--- src/rtl/pipe_ctrl_pkg.sv ---
// Shared types and constants for the RISC15 pipeline stage controller.
// Holds the controller state encoding and the NOP instruction word.
package pipe_ctrl_pkg;

   typedef enum logic {
      ST_RUN   = 1'b0,
      ST_MULTI = 1'b1
   } state_t;

   // Word loaded into IF/ID or ID/EX when a stage is flushed.
   localparam logic [15:0] NOP_INSTR = 16'h0000;

endpackage

--- src/rtl/prio_enc_lsb.sv ---
// Lowest-set-bit priority encoder with one-hot clear mask.
// Ports: vec (N) in; idx (W) lowest set index; onehot (N) that bit; any = |vec.
module prio_enc_lsb #(
   parameter int N = 8,
   parameter int W = 3
) (
   input  logic [N-1:0] vec,
   output logic [W-1:0] idx,
   output logic [N-1:0] onehot,
   output logic         any
);

   assign any = |vec;

   // Two's-complement trick isolates the lowest set bit.
   assign onehot = vec & (~vec + N'(1));

   // Scan downward so the lowest set bit is the last writer.
   always_comb begin
      idx = '0;
      for (int i = N - 1; i >= 0; i--) begin
         if (vec[i]) begin
            idx = W'(i);
         end
      end
   end

endmodule

--- src/rtl/pipe_stage_ctrl.sv ---
// Write/flush sequencer for the five RISC15 pipeline registers, with LM/SM expansion.
// Ports: clk, reset (sync, low); hazard/branch/mem/lmsm inputs; *_wr_n, *_flush, lmsm_*, stall_cnt.
module pipe_stage_ctrl
   import pipe_ctrl_pkg::*;
#(
   parameter int NREG = 8,
   parameter int IDXW = 3,
   parameter int CNTW = 16
) (
   input  logic            clk,
   input  logic            reset,
   input  logic            ld_use_hazard,
   input  logic            br_taken_ex,
   input  logic            mem_busy,
   input  logic            lmsm_start,
   input  logic [NREG-1:0] lmsm_mask,
   output logic            pc_wr_n,
   output logic            ifid_wr_n,
   output logic            idex_wr_n,
   output logic            exmem_wr_n,
   output logic            memwb_wr_n,
   output logic            ifid_flush,
   output logic            idex_flush,
   output logic            lmsm_active,
   output logic [IDXW-1:0] lmsm_idx,
   output logic            lmsm_last,
   output logic [CNTW-1:0] stall_cnt
);

   state_t          state;
   logic [NREG-1:0] rem_mask;

   logic [NREG-1:0] src;
   logic [NREG-1:0] onehot;
   logic [NREG-1:0] rest;
   logic [IDXW-1:0] enc_idx;
   logic            src_any;
   logic            more;
   logic            multi;
   logic            start_ok;
   logic            base_act;

   // wr_n bit order: pc, ifid, idex, exmem, memwb
   logic [4:0]      wr_n;
   logic            fl_ifid;
   logic            fl_idex;
   logic            act;

   assign multi = (state == ST_MULTI);

   // In RUN the micro-op comes from the new instruction's mask;
   // in MULTI from what is left of the expansion.
   assign src = multi ? rem_mask : lmsm_mask;

   prio_enc_lsb #(
      .N (NREG),
      .W (IDXW)
   ) u_enc (
      .vec    (src),
      .idx    (enc_idx),
      .onehot (onehot),
      .any    (src_any)
   );

   assign rest = src & ~onehot;
   assign more = |rest;

   // A load-use stall outranks a new LM/SM, so it gates the start.
   assign start_ok = lmsm_start && !ld_use_hazard && src_any;
   assign base_act = multi ? src_any : start_ok;

   always_comb begin
      wr_n    = '0;
      fl_ifid = 1'b0;
      fl_idex = 1'b0;
      act     = 1'b0;
      if (reset) begin
         act = base_act;
         if (mem_busy) begin
            wr_n = '1;
         end else if (br_taken_ex) begin
            fl_ifid = 1'b1;
            fl_idex = 1'b1;
            act     = 1'b0;
         end else if (multi) begin
            wr_n[4:3] = {2{more}};
         end else if (ld_use_hazard) begin
            wr_n[4:3] = 2'b11;
            fl_idex   = 1'b1;
         end else if (start_ok && more) begin
            wr_n[4:3] = 2'b11;
         end
      end
   end

   assign pc_wr_n     = wr_n[4];
   assign ifid_wr_n   = wr_n[3];
   assign idex_wr_n   = wr_n[2];
   assign exmem_wr_n  = wr_n[1];
   assign memwb_wr_n  = wr_n[0];
   assign ifid_flush  = fl_ifid;
   assign idex_flush  = fl_idex;
   assign lmsm_active = act;
   assign lmsm_idx    = act ? enc_idx : '0;
   assign lmsm_last   = act & ~more;

   // mem_busy freezes the expansion; a concurrent branch is
   // seen again once memory is ready.
   always_ff @(posedge clk) begin
      if (!reset) begin
         state     <= ST_RUN;
         rem_mask  <= '0;
         stall_cnt <= '0;
      end else begin
         if (wr_n[4] && (stall_cnt != '1)) begin
            stall_cnt <= stall_cnt + CNTW'(1);
         end
         if (!mem_busy) begin
            if (br_taken_ex) begin
               state    <= ST_RUN;
               rem_mask <= '0;
            end else if (multi) begin
               rem_mask <= rest;
               if (!more) begin
                  state <= ST_RUN;
               end
            end else if (start_ok && more) begin
               rem_mask <= rest;
               state    <= ST_MULTI;
            end
         end
      end
   end

endmodule

--- config.mk ---
export PLATFORM = sky130hd
export DESIGN_NAME = pipe_stage_ctrl
export DESIGN_NICKNAME = d
export VERILOG_FILES = /design/src/rtl/pipe_ctrl_pkg.sv /design/src/rtl/prio_enc_lsb.sv /design/src/rtl/pipe_stage_ctrl.sv
export SDC_FILE = /design/constraint.sdc
export NUM_CORES = 1
export LEC_CHECK = 0
export CAP_MARGIN = 15
export CORE_MARGIN = 2
export CORE_UTILIZATION = 40
export DETAILED_ROUTE_END_ITERATION = 7
export GPL_ROUTABILITY_DRIVEN = 0
export PLACE_DENSITY = 0.75
export SYNTH_ARGS = -nofsm -noshare
export SYNTH_HDL_FRONTEND = slang
export SYNTH_SLANG_ARGS = --single-unit
--- constraint.sdc ---
create_clock -name clk -period 7.6 [get_ports clk]
set_input_delay 0.76 -clock clk [delete_from_list [all_inputs] [get_ports clk]]
set_output_delay 0.76 -clock clk [all_outputs]
set_load 0.02 [all_outputs]
# Word-level counts from Yosys, hierarchy flattened
# Index checks and enable logic that the tools add are counted.
dict set report word_totals {
  ff_bits 25
  in_bits 14
  output_inout_bits 28
  wordCells 58
}
dict set report classes {
  addsub 2
  n_eq_ne 1
  muxes 36
  n_bitwise 7
  reduce_logical 9
}
# op count
set ops {}
lappend ops {{2-to-1 mux 8 bit} 4}
lappend ops {{2-to-1 mux 3 bit} 10}
lappend ops {{adder 16 x 1 -> 16 bit (second input constant)} 1}
lappend ops {{bitwise AND 8 bit} 2}
lappend ops {{2-to-1 mux 1 bit} 16}
lappend ops {{inequality test 16 bit (second input constant)} 1}
lappend ops {{inverter 8 bit} 2}
lappend ops {{OR reduction 8 bit} 2}
lappend ops {{2-to-1 mux 2 bit} 5}
lappend ops {{adder 8 x 1 -> 8 bit (second input constant)} 1}
lappend ops {{2-to-1 mux 5 bit} 1}
lappend ops {{logical AND 1 bit} 4}
lappend ops {{nonzero test 3 bit} 1}
lappend ops {{inverter 1 bit} 2}
lappend ops {{AND reduction 2 bit} 1}
lappend ops {{bitwise AND 1 bit} 1}
lappend ops {{logical NOT 1 bit} 1}

# Logic depth before layout (Yosys ltp)
dict set report logic_depth {
  word_depth 15
  ltp_mapped 12
  mapped_depth_nobuf 9
}

# By module
# From an unflattened synthesis, not the netlist that was laid out.
dict set report hier_totals {
  cells_unflattened 225
  area_unflattened_um2 1757.9
}
# module n_inst cells_each area_per_inst_um2 seq_area_each_um2
set modules_own_cells {}
lappend modules_own_cells {pipe_stage_ctrl 1 202 1619.1 500.5}
lappend modules_own_cells {prio_enc_lsb 1 23 138.9 0.0}

# Least setup slack after synthesis
# OpenSTA, ideal clock, no wires.
dict set report synth_timing {
  path_kind {in2out}
  start {input lmsm_mask[1]}
  end {output pc_wr_n}
  t_arrival_ns 2.690
  t_required_ns 6.840
  slack_ns 4.150
  path_stages 9
  path_buffers 2
  path_cell_list {or3_4 o2bb2ai_2 or3b_1 a21bo_2 nor2_4 o311a_4 buf_6 inv_1 buf_4}
}
dict set report synth_between {
  elab_chain_len 14
  word_cells_on_any_way 16
  classes_between {add/sub: 1; mux: 7; bitwise: 4; reduce/logical: 4}
}
# element line_no
set synth_rtl {}
lappend synth_rtl {{start: declaration} pipe_stage_ctrl.sv:16} ;# input logic [NREG-1:0] lmsm_mask,
lappend synth_rtl {{2-to-1 mux 8 bit (*)} pipe_stage_ctrl.sv:53} ;# assign src = multi ? rem_mask : lmsm_mask;
lappend synth_rtl {{inverter 8 bit} prio_enc_lsb.sv:16} ;# assign onehot = vec & (~vec + N'(1));
lappend synth_rtl {{adder 8 x 1 -> 8 bit} prio_enc_lsb.sv:16}
lappend synth_rtl {{bitwise AND 8 bit} prio_enc_lsb.sv:16}
lappend synth_rtl {{inverter 8 bit} pipe_stage_ctrl.sv:65} ;# assign rest = src & ~onehot;
lappend synth_rtl {{bitwise AND 8 bit} pipe_stage_ctrl.sv:65}
lappend synth_rtl {{OR reduction 8 bit} pipe_stage_ctrl.sv:66} ;# assign more = |rest;
lappend synth_rtl {{logical AND 1 bit} pipe_stage_ctrl.sv:90} ;# end else if (start_ok && more) begin
lappend synth_rtl {{2-to-1 mux 2 bit} pipe_stage_ctrl.sv:90}
lappend synth_rtl {{2-to-1 mux 2 bit} pipe_stage_ctrl.sv:87} ;# end else if (ld_use_hazard) begin
lappend synth_rtl {{2-to-1 mux 2 bit (*)} pipe_stage_ctrl.sv:85} ;# end else if (multi) begin
lappend synth_rtl {{2-to-1 mux 2 bit (*)} pipe_stage_ctrl.sv:81} ;# end else if (br_taken_ex) begin
lappend synth_rtl {{2-to-1 mux 2 bit (*)} pipe_stage_ctrl.sv:79} ;# if (mem_busy) begin
lappend synth_rtl {{2-to-1 mux 5 bit (*)} pipe_stage_ctrl.sv:77} ;# if (reset) begin
lappend synth_rtl {{end: declaration} pipe_stage_ctrl.sv:17} ;# output logic pc_wr_n,
# Mark *: on every way between the ends. The rest lies on a longest branch, timed or not.

# Worst setup path in the final report
dict set report layout_timing {
  start {register state, in the netlist multi}
  end {output ifid_wr_n}
}
dict set report layout_between {
  elab_chain_len 14
  word_cells_on_any_way 16
  classes_between {add/sub: 1; mux: 7; bitwise: 4; reduce/logical: 4}
}
# element line_no
set layout_rtl {}
lappend layout_rtl {{start: declaration} pipe_stage_ctrl.sv:30} ;# state_t state;
lappend layout_rtl {{start signal: assignment} pipe_stage_ctrl.sv:111} ;# state <= ST_RUN;
lappend layout_rtl {{start signal: assignment} pipe_stage_ctrl.sv:120} ;# state <= ST_RUN;
lappend layout_rtl {{start signal: assignment} pipe_stage_ctrl.sv:125} ;# state <= ST_RUN;
lappend layout_rtl {{2-to-1 mux 8 bit} pipe_stage_ctrl.sv:53}
lappend layout_rtl {{inverter 8 bit} prio_enc_lsb.sv:16}
lappend layout_rtl {{adder 8 x 1 -> 8 bit} prio_enc_lsb.sv:16}
lappend layout_rtl {{bitwise AND 8 bit} prio_enc_lsb.sv:16}
lappend layout_rtl {{inverter 8 bit} pipe_stage_ctrl.sv:65}
lappend layout_rtl {{bitwise AND 8 bit} pipe_stage_ctrl.sv:65}
lappend layout_rtl {{OR reduction 8 bit} pipe_stage_ctrl.sv:66}
lappend layout_rtl {{logical AND 1 bit} pipe_stage_ctrl.sv:90}
lappend layout_rtl {{2-to-1 mux 2 bit} pipe_stage_ctrl.sv:90}
lappend layout_rtl {{2-to-1 mux 2 bit} pipe_stage_ctrl.sv:87}
lappend layout_rtl {{2-to-1 mux 2 bit (*)} pipe_stage_ctrl.sv:85}
lappend layout_rtl {{2-to-1 mux 2 bit (*)} pipe_stage_ctrl.sv:81}
lappend layout_rtl {{2-to-1 mux 2 bit (*)} pipe_stage_ctrl.sv:79}
lappend layout_rtl {{2-to-1 mux 5 bit (*)} pipe_stage_ctrl.sv:77}
lappend layout_rtl {{end: declaration} pipe_stage_ctrl.sv:18} ;# output logic ifid_wr_n,
# Marks and branches as above.

==> metrics list <==
- Cells traversed along the worst timing path: inv_2, o32ai_2, or3b_1, a21bo_2, nor2_4, o311a_4, inv_1, clkdlybuf4s50_1
* Worst setup skew after layout: 0.00452 ns
- Clock tree synthesis found a total of 24 sinks.
* Sequential share of power: 0.433
* Number of different library cells in the post-synthesis netlist: 59
- In the final design database the tool counted 260 nets.
- Headroom to the max-slew limit: 0.415
- Type of origin of the critical path: flop
* Critical path fanouts, max: 26
* PostCTS Resize Cnt: 0
- 0 antenna diodes ended up in the layout.
- Critical path arrival: roughly 3.8 ns
- Number of flip-flops and latches in the synthesized netlist: 24
* Fmax: roughly 220 MHz
- The run finished with clean final reports.
- Clock-pin slew on the worst setup and hold paths: around 0.09 ns
* Chip height: 69.0 um
- In the routed layout, each cell is associated on average with a via count of ~6.0.
- HPWL after detailed placement: between 3000 and 4000 um
* Maximum number of pins on one net before global-route repair: 27
- R2R depth: 8
- Mapped Avg Cell Area: about 8.0 um2
* Total length of routed wires: 4350 um
* Total Routing Usage GR: 0.191
- Fraction of power consumed by combinational cells: 0.199
- Yosys mapped a number of flops with a built-in enable equal to 0.
- Crit-path max cell delay: 0.90 ns
* Cell taking the most area after synthesis: dfxtp_1
- The number of nets in the synthesized netlist is ~230.
* Ports placed on the boundary: 42
- Power density over cell area: around 140 mW/mm2
- In the synthesized netlist the dominant register cell turns out to be dfxtp_1.
* Type of the worst setup path: reg -> out
- The number of setup buffers added after CTS is 0.
- In the final layout, the share of cells above drive strength 1 is 0.0820.
- Part of the Yosys area used for sequential elements: 0.285
- Global-route wire length before repair: 6930 um
- Required time at the endpoint of the critical path: 6.84 ns
- In the final routed layout, each cell accounts on average for 14.8 um.
- Shortest clock period the worst path allows after layout: 4.51 ns
- The total area inside the core boundary comes to ~0.0040 mm2.
- Number of antenna-violating nets in the routed design: 0
- After routing, the total negative slack on setup checks comes to 0 ns.
* Number of max-cap violations: 0
* Number of filler instances in the final layout: 379
- Measured on the finished design, the core utilization comes to 0.532.
* Switching portion of total power: 0.270
- The internal portion of the total power is between 0.0002 and 0.00025 W.
* Area occupied by multi-input gates: 0.00108 mm2
- The final number of max-transition violations came to 0.
- The worst register-to-register path has a setup slack of 4.37 ns.
- After clock tree synthesis, the flow added hold-fix buffers numbering 0.
- Instance count of the mapped netlist: roughly 210
- For the worst-skew pair, the clock arrives at the later sink with an insertion delay of 0.27 ns.
* Reg2reg start: multi$_SDFFE_PN0N_
- Following the worst setup path forward leads to its endpoint at ifid_wr_n.
* Die area: around 0.0048 mm2
- During placement, the flow inserted port buffers numbering about 40.
- Setup repair after global routing missed its margin: no
- Master cell of the clock root buffer: clkbuf_8
- H-tree level count: 1
* Crit. path cell count: 8
* Count of endpoints failing hold in the final timing report: 0
- Number of rows in the core area: 23
- Effective utilization at floorplan: 0.419
* DRC marker count from the first detailed-route iteration: approximately 130
- The slowest stage of the critical path belongs to the cell dfxtp_1.
- TritonCTS built the clock tree.
- Total grt overflow: 0
- In this run the worst setup path begins at multi$_SDFFE_PN0N_.
- Top post-synthesis cells by count: dfxtp_1 (24), nand2_1 (24), a21oi_1 (17)
- The number of global-route vias before repair is 1492.
- During synthesis, Yosys emitted a total of 0 warnings.
- No sink is reached through more buffers than the 2 on the longest clock path.
- Of the total power, the clock network draws 0.368.
* Number of antenna violations at the first check in global routing: 0
* Clock buffer count from CTS: 3
- Capturing point of the worst reg2reg path: rem_mask[4]$_SDFFE_PN0P_
- Top post-synthesis cells by area: dfxtp_1 (28%), nand2_1 (5.3%), a21oi_1 (5.0%)
- Critical path capture point type: output pin
* Netlist area before placement: 0.00169 mm2
* Setup violations, final: 0
- Vias after detailed routing: 1757
- Of the post-synthesis cell area, the dominant cell type holds 0.285.
- Die width: about 69 um
- In the finished design, the share of the clock period the worst path needs comes to 0.594.
* Sw power: 0.0000835 W
* Hold/Removal Path Class: reg -> reg
* Layout area overhead: 26.9%
- For this run, design rule violations remaining after detail routing come to 0.
- Critical path's top delay family: compound AO/OA/AOI/OAI gates
- Worst IR drop on VDD: 0.0000636 V
* Number of detailed-route iterations in the first pass: 5
- Number of buffer and inverter instances along the worst setup path: 3
* Number of cells on the worst hold path: 2
- At the pin with the least slew margin, the transition time is about 0.9 ns.
- Of all flip-flops after synthesis, the portion carrying an async set or reset was 0.
* Static leakage: about 0.72 nW
* Storage cell area: 480 um2
area by class of cell:
cell class                      instances  area share
Multi-Input combinational cell        164       0.502
Sequential cell                        24       0.224
Timing Repair Buffer                   41       0.192
Tap cell                               50      0.0292
Clock buffer                            3      0.0193
Inverter                               11      0.0193
Clock inverter                          1      0.0140
through the flow:
step / worst slack, ns / cells / power, W / hold WS (ns) / instance area, um2
6_report: 3.09 / 294 / 0.000309 / 0.459 / 2140
5_1_grt: 2.90 / 294 / 0.000323 / 0.480 / 2140
4_1_cts: 3.15 / 294 / 0.000311 / 0.459 / 2140
3_5_place_dp: 3.23 / 290 / 0.000197 / 0.438 / 2070
3_3_place_gp: 3.28 / 290 / 0.000196 / 0.426 / 2070
2_1_floorplan: 4.15 / 211 / 0.000177 / 0.416 / 1690
layer usage:
layer / up-vias / track usage / share of wire
met5: - / 0 / 0
li1: 862 / - / -
met4: 0 / 0.0882 / 0.021
met3: 12 / 0.0406 / 0.060
met2: 63 / 0.296 / 0.46
met1: 820 / 0.253 / 0.45
sequential cells by signal, summed over array words and instances (netlist names):
signal,cells
multi,1
rem_mask,7
stall_cnt,16
logic make-up after synthesis:
kind of cell / after synthesis / synth area share
AND/OR/NAND/NOR: 90 / 0.300
flip-flops: 24 / 0.285
AO/OA/AOI/OAI: 65 / 0.282
adder cells (fa/ha/maj): 1 / 0.00741
buffers and inverters: 23 / 0.0778
multiplexers: 8 / 0.0482
power groups by stage:
stage / clock network (W) / registers (W) / logic (W)
detailed placement: 0 / 0.000136 / 0.0000608
floorplan: 0 / 0.000137 / 0.0000407
global placement: 0 / 0.000137 / 0.0000597
global route: 0.000121 / 0.000135 / 0.0000669
CTS: 0.000116 / 0.000134 / 0.0000610
finish: 0.000114 / 0.000134 / 0.0000615
worst register-to-register path, delay by kind of cell (launching register included):
| family | cells | cell delay (ns) |
|---|---|---|
| flops | 1 | 0.90 |
| compound gates | 3 | 1.04 |
| simple gates | 4 | 0.97 |
| buf+inv | 1 | 0.22 |
worst min path at each step:
stage | start | to | slack [ns]
after floorplan | rem_mask[1]$_SDFFE_PN0P_ | rem_mask[1]$_SDFFE_PN0P_ | 0.42
after global placement | rem_mask[1]$_SDFFE_PN0P_ | rem_mask[1]$_SDFFE_PN0P_ | 0.43
after detailed placement | rem_mask[1]$_SDFFE_PN0P_ | rem_mask[1]$_SDFFE_PN0P_ | 0.44
after CTS | rem_mask[1]$_SDFFE_PN0P_ | rem_mask[1]$_SDFFE_PN0P_ | 0.46
after global routing | rem_mask[1]$_SDFFE_PN0P_ | rem_mask[1]$_SDFFE_PN0P_ | 0.48
final | rem_mask[1]$_SDFFE_PN0P_ | rem_mask[1]$_SDFFE_PN0P_ | 0.46
layout by cell type, fill, tap and decap left out, drive strengths merged, types with 2 or more instances in the layout:
cell type      instances
clkdlybuf4s50         41
nand2                 24
dfxtp                 24
a21oi                 17
nand3                 13
nor2                  13
inv                   10
o31ai                  8
nor3                   8
o21ai                  8
mux2i                  7
nand2b                 5
or4                    5
o211ai                 4
nor2b                  3
o21bai                 3
a21o                   3
a32o                   3
nand4                  3
nor4                   3
clkbuf                 3
or3                    3
and2                   2
a31oi                  2
o22ai                  2
o211a                  2
and3                   2
or3b                   2
Power figures use the tool's default switching activity.
